<file path="config.mk">
export PLATFORM = sky130hd
export DESIGN_NAME = ts_avg_filter_flat
export DESIGN_NICKNAME = d
export VERILOG_FILES = /design/src/rtl/ts_avg_filter_if.sv /design/src/rtl/ts_avg_filter.sv /design/src/flat_wrapper.sv
export SDC_FILE = /design/constraint.sdc
export NUM_CORES = 1
export LEC_CHECK = 0
export CAP_MARGIN = 5
export CORE_MARGIN = 3
export CORE_UTILIZATION = 55
export DETAILED_ROUTE_END_ITERATION = 16
export PLACE_DENSITY_LB_ADDON = 0.05
export SKIP_LAST_GASP = 1
export SYNTH_ARGS = -nofsm -noshare
export SYNTH_HDL_FRONTEND = slang
export SYNTH_SLANG_ARGS = --single-unit
</file>
<file path="constraint.sdc">
create_clock -name clk -period 3 [get_ports clk]
set_input_delay 0.45 -clock clk [delete_from_list [all_inputs] [get_ports clk]]
set_output_delay 0.45 -clock clk [all_outputs]
set_load 0.03 [all_outputs]
</file>
<file path="src/rtl/ts_avg_filter_if.sv">
// Sample input and conditioned-output bundle for the dual-channel temperature averager.
// master drives samples and observes results; slave is the filter side.
interface ts_avg_filter_if;
    logic       sample_valid;
    logic       sample_ch;
    logic [7:0] sample_data;
    logic [7:0] ts1;
    logic [7:0] ts2;
    logic       ts1_valid;
    logic       ts2_valid;
    logic       upd;
    logic       upd_ch;

    modport master (
        output sample_valid, sample_ch, sample_data,
        input  ts1, ts2, ts1_valid, ts2_valid, upd, upd_ch
    );

    modport slave (
        input  sample_valid, sample_ch, sample_data,
        output ts1, ts2, ts1_valid, ts2_valid, upd, upd_ch
    );
endinterface

</file>
<file path="src/rtl/ts_avg_filter.sv">
// Dual-channel moving-average conditioner: per-channel window of 2**LOG_DEPTH samples,
// two-stage update (window/sum, then output), and an idle timeout that flushes a silent channel.
module ts_avg_filter #(
    parameter int unsigned LOG_DEPTH = 2,
    parameter logic [15:0] TIMEOUT   = 16'd1000
) (
    input logic            clk,
    input logic            rst,
    ts_avg_filter_if.slave bus
);
    localparam int unsigned   DEPTH    = 1 << LOG_DEPTH;
    localparam int unsigned   SW       = 8 + LOG_DEPTH;
    localparam int unsigned   FW       = LOG_DEPTH + 1;
    localparam logic [FW-1:0] FillFull = FW'(DEPTH);

    logic [7:0]           win_q  [2][DEPTH];
    logic [7:0]           win_d  [2][DEPTH];
    logic [SW-1:0]        sum_q  [2];
    logic [SW-1:0]        sum_d  [2];
    logic [FW-1:0]        fill_q [2];
    logic [FW-1:0]        fill_d [2];
    logic [LOG_DEPTH-1:0] wp_q   [2];
    logic [LOG_DEPTH-1:0] wp_d   [2];
    logic [15:0]          idle_q [2];
    logic [15:0]          idle_d [2];
    logic [7:0]           ts_q   [2];
    logic [7:0]           ts_d   [2];
    logic [1:0]           tsv_q, tsv_d;
    logic                 s1_vld_q, s1_vld_d;
    logic                 s1_ch_q, s1_ch_d;
    logic                 upd_q, upd_d;
    logic                 upd_ch_q, upd_ch_d;

    always_comb begin
        win_d    = win_q;
        sum_d    = sum_q;
        fill_d   = fill_q;
        wp_d     = wp_q;
        idle_d   = idle_q;
        ts_d     = ts_q;
        tsv_d    = tsv_q;
        s1_vld_d = bus.sample_valid;
        s1_ch_d  = bus.sample_ch;
        upd_d    = s1_vld_q;
        upd_ch_d = s1_vld_q & s1_ch_q;

        // Stage 2 reads the sum/fill that stage 1 registered on the previous edge.
        if (s1_vld_q && (fill_q[s1_ch_q] == FillFull)) begin
            ts_d[s1_ch_q]  = sum_q[s1_ch_q][SW-1:LOG_DEPTH];
            tsv_d[s1_ch_q] = 1'b1;
        end

        for (int c = 0; c < 2; c++) begin
            if (bus.sample_valid && (bus.sample_ch == c[0])) begin
                win_d[c][wp_q[c]] = bus.sample_data;
                sum_d[c]  = sum_q[c] + SW'(bus.sample_data) - SW'(win_q[c][wp_q[c]]);
                fill_d[c] = (fill_q[c] == FillFull) ? fill_q[c] : fill_q[c] + FW'(1);
                wp_d[c]   = wp_q[c] + LOG_DEPTH'(1);
                idle_d[c] = '0;
            end else if (idle_q[c] != TIMEOUT) begin
                idle_d[c] = idle_q[c] + 16'd1;
                // Flush fires only on the edge the counter reaches TIMEOUT; it then saturates.
                if (idle_q[c] == TIMEOUT - 16'd1) begin
                    win_d[c]  = '{default: '0};
                    sum_d[c]  = '0;
                    fill_d[c] = '0;
                    wp_d[c]   = '0;
                    tsv_d[c]  = 1'b0;
                end
            end
        end
    end

    always_ff @(posedge clk) begin
        if (!rst) begin
            win_q    <= '{default: '0};
            sum_q    <= '{default: '0};
            fill_q   <= '{default: '0};
            wp_q     <= '{default: '0};
            idle_q   <= '{default: '0};
            ts_q     <= '{default: '0};
            tsv_q    <= '0;
            s1_vld_q <= 1'b0;
            s1_ch_q  <= 1'b0;
            upd_q    <= 1'b0;
            upd_ch_q <= 1'b0;
        end else begin
            win_q    <= win_d;
            sum_q    <= sum_d;
            fill_q   <= fill_d;
            wp_q     <= wp_d;
            idle_q   <= idle_d;
            ts_q     <= ts_d;
            tsv_q    <= tsv_d;
            s1_vld_q <= s1_vld_d;
            s1_ch_q  <= s1_ch_d;
            upd_q    <= upd_d;
            upd_ch_q <= upd_ch_d;
        end
    end

    assign bus.ts1       = ts_q[0];
    assign bus.ts2       = ts_q[1];
    assign bus.ts1_valid = tsv_q[0];
    assign bus.ts2_valid = tsv_q[1];
    assign bus.upd       = upd_q;
    assign bus.upd_ch    = upd_ch_q;
endmodule

</file>
<file path="src/flat_wrapper.sv">
// flat-port wrapper written by rule: the top's interface ports become plain ports
module ts_avg_filter_flat 
#(
    parameter int unsigned LOG_DEPTH = 2,
    parameter logic [15:0] TIMEOUT   = 16'd1000
)
  (clk, rst, bus_sample_valid, bus_sample_ch, bus_sample_data, bus_ts1, bus_ts2, bus_ts1_valid, bus_ts2_valid, bus_upd, bus_upd_ch);
  ts_avg_filter_if bus_i ();
  input logic clk;
  input logic rst;
  input wire logic [$bits(bus_i.sample_valid)-1:0] bus_sample_valid;
  input wire logic [$bits(bus_i.sample_ch)-1:0] bus_sample_ch;
  input wire logic [$bits(bus_i.sample_data)-1:0] bus_sample_data;
  output wire logic [$bits(bus_i.ts1)-1:0] bus_ts1;
  output wire logic [$bits(bus_i.ts2)-1:0] bus_ts2;
  output wire logic [$bits(bus_i.ts1_valid)-1:0] bus_ts1_valid;
  output wire logic [$bits(bus_i.ts2_valid)-1:0] bus_ts2_valid;
  output wire logic [$bits(bus_i.upd)-1:0] bus_upd;
  output wire logic [$bits(bus_i.upd_ch)-1:0] bus_upd_ch;
  assign bus_i.sample_valid = bus_sample_valid;
  assign bus_i.sample_ch = bus_sample_ch;
  assign bus_i.sample_data = bus_sample_data;
  assign bus_ts1 = bus_i.ts1;
  assign bus_ts2 = bus_i.ts2;
  assign bus_ts1_valid = bus_i.ts1_valid;
  assign bus_ts2_valid = bus_i.ts2_valid;
  assign bus_upd = bus_i.upd;
  assign bus_upd_ch = bus_i.upd_ch;
  ts_avg_filter #(.LOG_DEPTH(LOG_DEPTH), .TIMEOUT(TIMEOUT)) u_core (.clk(clk), .rst(rst), .bus(bus_i));
endmodule
</file>
Word-level counts from Yosys, hierarchy flattened --
Cells that the tools add are included.
Storage, ports and cells: register bits 148, bits of input ports 12, output and inout bits 20, logic and storage cells 130
Operators by class: $add $sub $neg 10, magnitude comparators 8, equal/unequal tests 9, multiplexer cells 56, bitwise gates (word level) 7, reduce and logical (&&, ||, !) cells 17
Operator list (number):
- 32-bit two-way mux | 6
- 10-bit two-way mux | 9
- 32-bit bitwise mux | 2
- 8-bit two-way mux | 7
- 3-bit two-way mux | 11
- 16-bit by 1-bit adder with 16-bit output (second input constant) | 2
- 8-bit binary-select mux with 2-bit select | 2
- 8-bit demux with 2-bit select | 2
- 16-bit by 10-bit equality test with 1-bit output (second input constant) | 2
- 16-bit by 10-bit != test with 1-bit output (second input constant) | 2
- 10-bit by 8-bit adder with 10-bit output | 2
- 10-bit by 8-bit subtractor with 10-bit output | 2
- 16-bit bitwise mux | 1
- 2-bit two-way mux | 7
- 3-bit equality test (second input constant) | 3
- 8-bit demux with 1-bit select | 1
- 2-bit nonzero test | 4
- 1-bit logical AND | 7
- 1-bit two-way mux | 7
- 3-bit by 1-bit adder with 3-bit output (second input constant) | 2
- 3-bit >= comparator (second input constant) | 2
- 3-bit by 1-bit less-than comparator with 1-bit output (second input constant) | 2
- 2-bit inverter with 3-bit output | 2
- 3-bit AND reduction | 2
- other kinds (13) | 18

Logic depth before layout (Yosys ltp) --
depth after elaboration 10, mapped depth 12, depth with buffers taken out 11

Worst setup path before layout --
OpenSTA, ideal clock, no wires.
path kind register -> register, start point register u_core.wp_q[3] in the netlist's numbering, end point register u_core.sum_q[19] in the netlist's numbering, setup time 0.062 ns, data arrival time 3.138 ns, required time 2.938 ns, setup slack -0.200 ns, stages on the path, launching flop included 11, path buffers 1, clock period less this slack 3.200 ns, cells stage by stage dfxtp_1 > clkbuf_1 > mux4_2 > fa_1 > inv_1 > ha_1 > a211o_1 > o32ai_1 > o21ai_0 > a211o_1 > nand3_1
On the way: cells in the longest elaborated chain, start to end 6
RTL lines:
- start: declaration | RTL line ts_avg_filter.sv:22 | logic [LOG_DEPTH-1:0] wp_q [2];
- start signal: assignment | RTL line ts_avg_filter.sv:91 | wp_q <= wp_d;
- 2-bit inverter with 3-bit output (implied by the code) | RTL line ts_avg_filter.sv:56 | sum_d[c] = sum_q[c] + SW'(bus.sample_data) - SW'(win_q[c][wp_q[c]]);
- 8-bit binary-select mux with 2-bit select | RTL line ts_avg_filter.sv:56
- 8-bit two-way mux (implied by the code) (2 in series) | RTL line ts_avg_filter.sv:56
- 10-bit by 8-bit subtractor with 10-bit output | RTL line ts_avg_filter.sv:56
- 10-bit two-way mux | RTL line ts_avg_filter.sv:54 | if (bus.sample_valid && (bus.sample_ch == c[0])) begin
- end signal: assignment | RTL line ts_avg_filter.sv:89 | sum_q <= sum_d;
- end: declaration | RTL line ts_avg_filter.sv:18 | logic [SW-1:0] sum_q [2];
No other way between the ends. The select of a mux whose other input is x is not followed. A chain may end at the register's enable or synchronous reset.

Worst setup path after layout --
start point register u_core.wp_q[0] in the netlist's numbering, end point register u_core.sum_q[8] in the netlist's numbering
Same word-level chain as after synthesis.

==> results.py <==
metrics = {
    "sta": {
        "finalCriticalPeriod_ns": 3.038,
        "finalCritPeriodShare": 1.013,
        "slew_headroom": 0.5015,
        "finalHoldViolCount": 0,
        "rsz0062_at_grt": "true",
        "clock.fmax_ghz": 0.3292,
        "fin_skew_ns": 0.004641,
        "worst_slack_ns": -0.03761,
        "setup_viol": 1,
        "tightest_slew_ns": 0.7455,
        "maxSlewViolCount": 0,
    },
    "run_status": {
        "status": "finished with violations",
        "failed_checks": "setup timing",
    },
    "drt": {
        "vias": 6178,
        "drt_iter0_drc": 401,
        "wl_um": 17950,
        "route.detailed.drc": 0,
        "drtPass1Iterations": 7,
        "ant_nets": 0,
        "wl_per_cell_um": 16.62,
        "vias_per_cell": 5.720,
    },
    "pwr": {
        "p_total_mw": 5.827,
        "peakVddDrop_mv": 0.4687,
        "power_leakage_nw": 3.511,
        "pwr_density_cell_mw_per_mm2": 650.9,
    },
    "placed_design": {
        "portBuffers": 31,
        "gp_congestion": 0.8398,
        "dp.final_hpwl_um": 12370,
        "dpl_cell_area_mm2": 0.008021,
    },
    "worst_setup_path": {
        "crit_type": "register to register",
        "crit_fanout": 7,
        "crit_path_end_kind": "register",
        "arrival_ns": 3.35,
        "cp-start-kind": "register",
        "critPathSlowestCell": "mux4_2",
        "r2r_cells": 10,
        "r2r_setup_slack_ns": -0.04,
        "critPathTopFamily": "adder cells",
        "crit_chain": "mux4_2 > fa_1 > inv_1 > fa_2 > a21o_1 > a21oi_4 > nor2b_4 > o41ai_2 > or4_1 > nand3_1",
        "timing.rr.end": "u_core.sum_q[8]",
        "max_stage_delay_ns": 0.54,
        "timing.critical_path.buf_inv": 1,
        "timing.rr.start": "u_core.wp_q[0]",
        "required_ns": 3.31,
    },
    "clocking": {
        "cts_buffer_depth": 2,
        "cts_root_buf": "clkbuf_16",
        "cts_buffers": 17,
        "clk_latency_ns": 0.43,
        "ctsHoldBuffers": 0,
        "cts.sinks": 148,
        "cts.reportedPaths.clkPinSlew_ns": 0.06,
        "cts_tree": "built",
        "htreeDepth": 4,
    },
    "final_layout": {
        "nets": 959,
        "n_antenna_cell": 0,
        "stdcell_area_mm2": 0.008952,
        "drive_gt1_frac": 0.1663,
        "syn2layout_area_growth_pct": 23.19,
        "fin_util": 0.7009,
    },
    "synth": {
        "yosysTopAreaCell": "dfxtp_1",
        "synth_ff_type": "dfxtp_1",
        "synthCells": 822,
        "yosysSeqAreaShare": 0.4077,
        "ys_seq_elements": 148,
        "synthArstFlopShare": 0,
        "syn_avg_cell_area_um2": 8.841,
        "synthTopCellsByArea": "dfxtp_1 (41%), ha_1 (6.2%), nand2_1 (5.8%)",
        "synth_cell_type_count": 65,
        "synthesis.area_mm2": 0.007267,
        "yosysMostFrequentCell": "dfxtp_1",
        "synth-edff-count": 0,
        "netlist.area_leader.share": 0.4077,
        "synth_fp_nets": 886,
        "yosys_warnings": 0,
        "synth_commonest_cells": "dfxtp_1 (148), nand2_1 (112), nor2_1 (96), inv_1 (73), o22ai_1 (65)",
    },
    "global_route": {
        "antenna_found_initial": 0,
        "grt_max_degree": 65,
        "grt_pass1_wl_um": 29220,
        "grtUsageTotal": 0.2538,
        "grt_pass1_vias": 5984,
        "grt-ovfl-total": 0,
    },
    "hold_path": {
        "hold_path.startpoint": "u_core.tsv_q[0]",
        "min_to": "u_core.tsv_q[0]",
        "holdCritPathClass": "register to register",
        "whs_path_depth": 2,
    },
    "floorplanning": {
        "num_rows": 41,
        "initial_utilization": 0.5689,
        "io_pins": 32,
        "fp.dieW_um": 120.9,
        "die_area_mm2": 0.01463,
        "placeableCoreArea_mm2": 0.01277,
        "die_h_um": 120.9,
    },
    "run": {
        "maxCapViolCount": 0,
    },
}
-- where the power goes --
part / internal, mW / total, mW / leakage (nW) / switching, mW
Clock: 1.50 / 2.34 / 0.311 / 0.844
Combinational: 0.681 / 1.39 / 2.00 / 0.705
Sequential: 2.04 / 2.10 / 1.20 / 0.0574
Total: 4.22 / 5.83 / 3.51 / 1.61
-- state kept, by name, indices dropped and copies added (netlist names), 2 cells and up --
| signal | cells |
|---|---|
| u_core.idle_q | 32 |
| u_core.wp_q | 4 |
| u_core.sum_q | 20 |
| u_core.bus.ts1 | 8 |
| u_core.tsv_q | 2 |
| u_core.bus.ts2 | 8 |
| u_core.win_q | 64 |
| u_core.fill_q | 6 |
-- logic make-up (layout without fill, tap and decap cells) --
| logic type | count (synthesis) | after routing | share of synthesized area |
|---|---|---|---|
| simple gates | 299 | 299 | 0.1899 |
| compound gates | 158 | 158 | 0.1379 |
| flops | 148 | 148 | 0.4077 |
| buf+inv | 108 | 194 | 0.05819 |
| fa+ha+maj | 52 | 52 | 0.1061 |
| xor+xnor | 35 | 35 | 0.04218 |
| mux | 22 | 22 | 0.05802 |
-- stage by stage --
step / cells / TNS, ns / hold WS [ns] / setup WS, ns
3_3_place_gp: 1037 / -0.6979 / 0.4332 / -0.1183
6_report: 1080 / -0.03761 / 0.4517 / -0.03761
5_1_grt: 1080 / -0.7144 / 0.4763 / -0.1154
3_5_place_dp: 1037 / -1.131 / 0.4463 / -0.1962
2_1_floorplan: 822 / 0 / 0.4319 / 0.0006466
4_1_cts: 1076 / 0 / 0.4551 / 0.001982
-- layout by cell type (no fill, tap or decap), types with 4 or more instances in the layout --
master           instances
clkbuf_16               17
ha_1                    27
a21o_1                   5
bufinv_16                5
nand2_1                112
nand4_1                 15
and2_1                   6
inv_1                   71
nor2_2                   5
a21oi_1                 39
o22ai_1                 64
xor2_1                  23
mux2i_1                  5
or3_1                    5
fa_1                    14
buf_6                    4
dfxtp_1                145
xnor2_1                 12
a22oi_1                  8
buf_4                   52
and3_1                   8
a21oi_2                  5
ha_4                     8
nand3_1                 24
clkdlybuf4s50_1         30
nor2_1                  95
mux4_2                  16
nor3_1                   5
-- worst max-delay path by stage --
stage / startpoint / endpoint / slack, ns / depth (start not counted)
2_1_floorplan: u_core.wp_q[1] / u_core.sum_q[6] / 0.0006 / 11
3_3_place_gp: bus_sample_data[1] / u_core.sum_q[6] / -0.12 / 11
3_5_place_dp: bus_sample_data[1] / u_core.sum_q[19] / -0.20 / 11
4_1_cts: u_core.wp_q[0] / u_core.sum_q[8] / 0.002 / 10
5_1_grt: u_core.wp_q[0] / u_core.sum_q[8] / -0.12 / 10
6_report: u_core.wp_q[0] / u_core.sum_q[8] / -0.04 / 10
-- cell type report --
cell class	count	area, µm²
tap	172	215.2
sequential	148	2974
multi-input combinational	566	4076
inverter	74	277.8
clock inverter	12	201.4
timing repair buffer	88	760.7
clock buffer	20	446.7
fill	978	3821
-- worst min-delay path: cells and delay by family (launching register included) --
kind | cells | cell delay (ns)
flip-flops | 1 | 0.31
buffers and inverters | 1 | 0.05
AO/OA/AOI/OAI | 1 | 0.05
-- routing by layer --
metal	share of wire	global-route usage	up-vias	wire (µm)
met5	0	0	-	0
met3	0.054	0.06853	43	972
met2	0.48	0.4026	169	8526
li1	-	-	2986	-
met4	0.030	0.1055	0	532
met1	0.44	0.3277	2980	7915
-- timing repair --
| item | CTS | global route |
|---|---|---|
| buffers inserted | 7 | 4 |
| gates resized for setup | 14 | 24 |
| pin swaps | 10 | 14 |
| endpoints found under the setup margin | 9 | 10 |
Note: power is estimated with default switching activity, not from simulation.
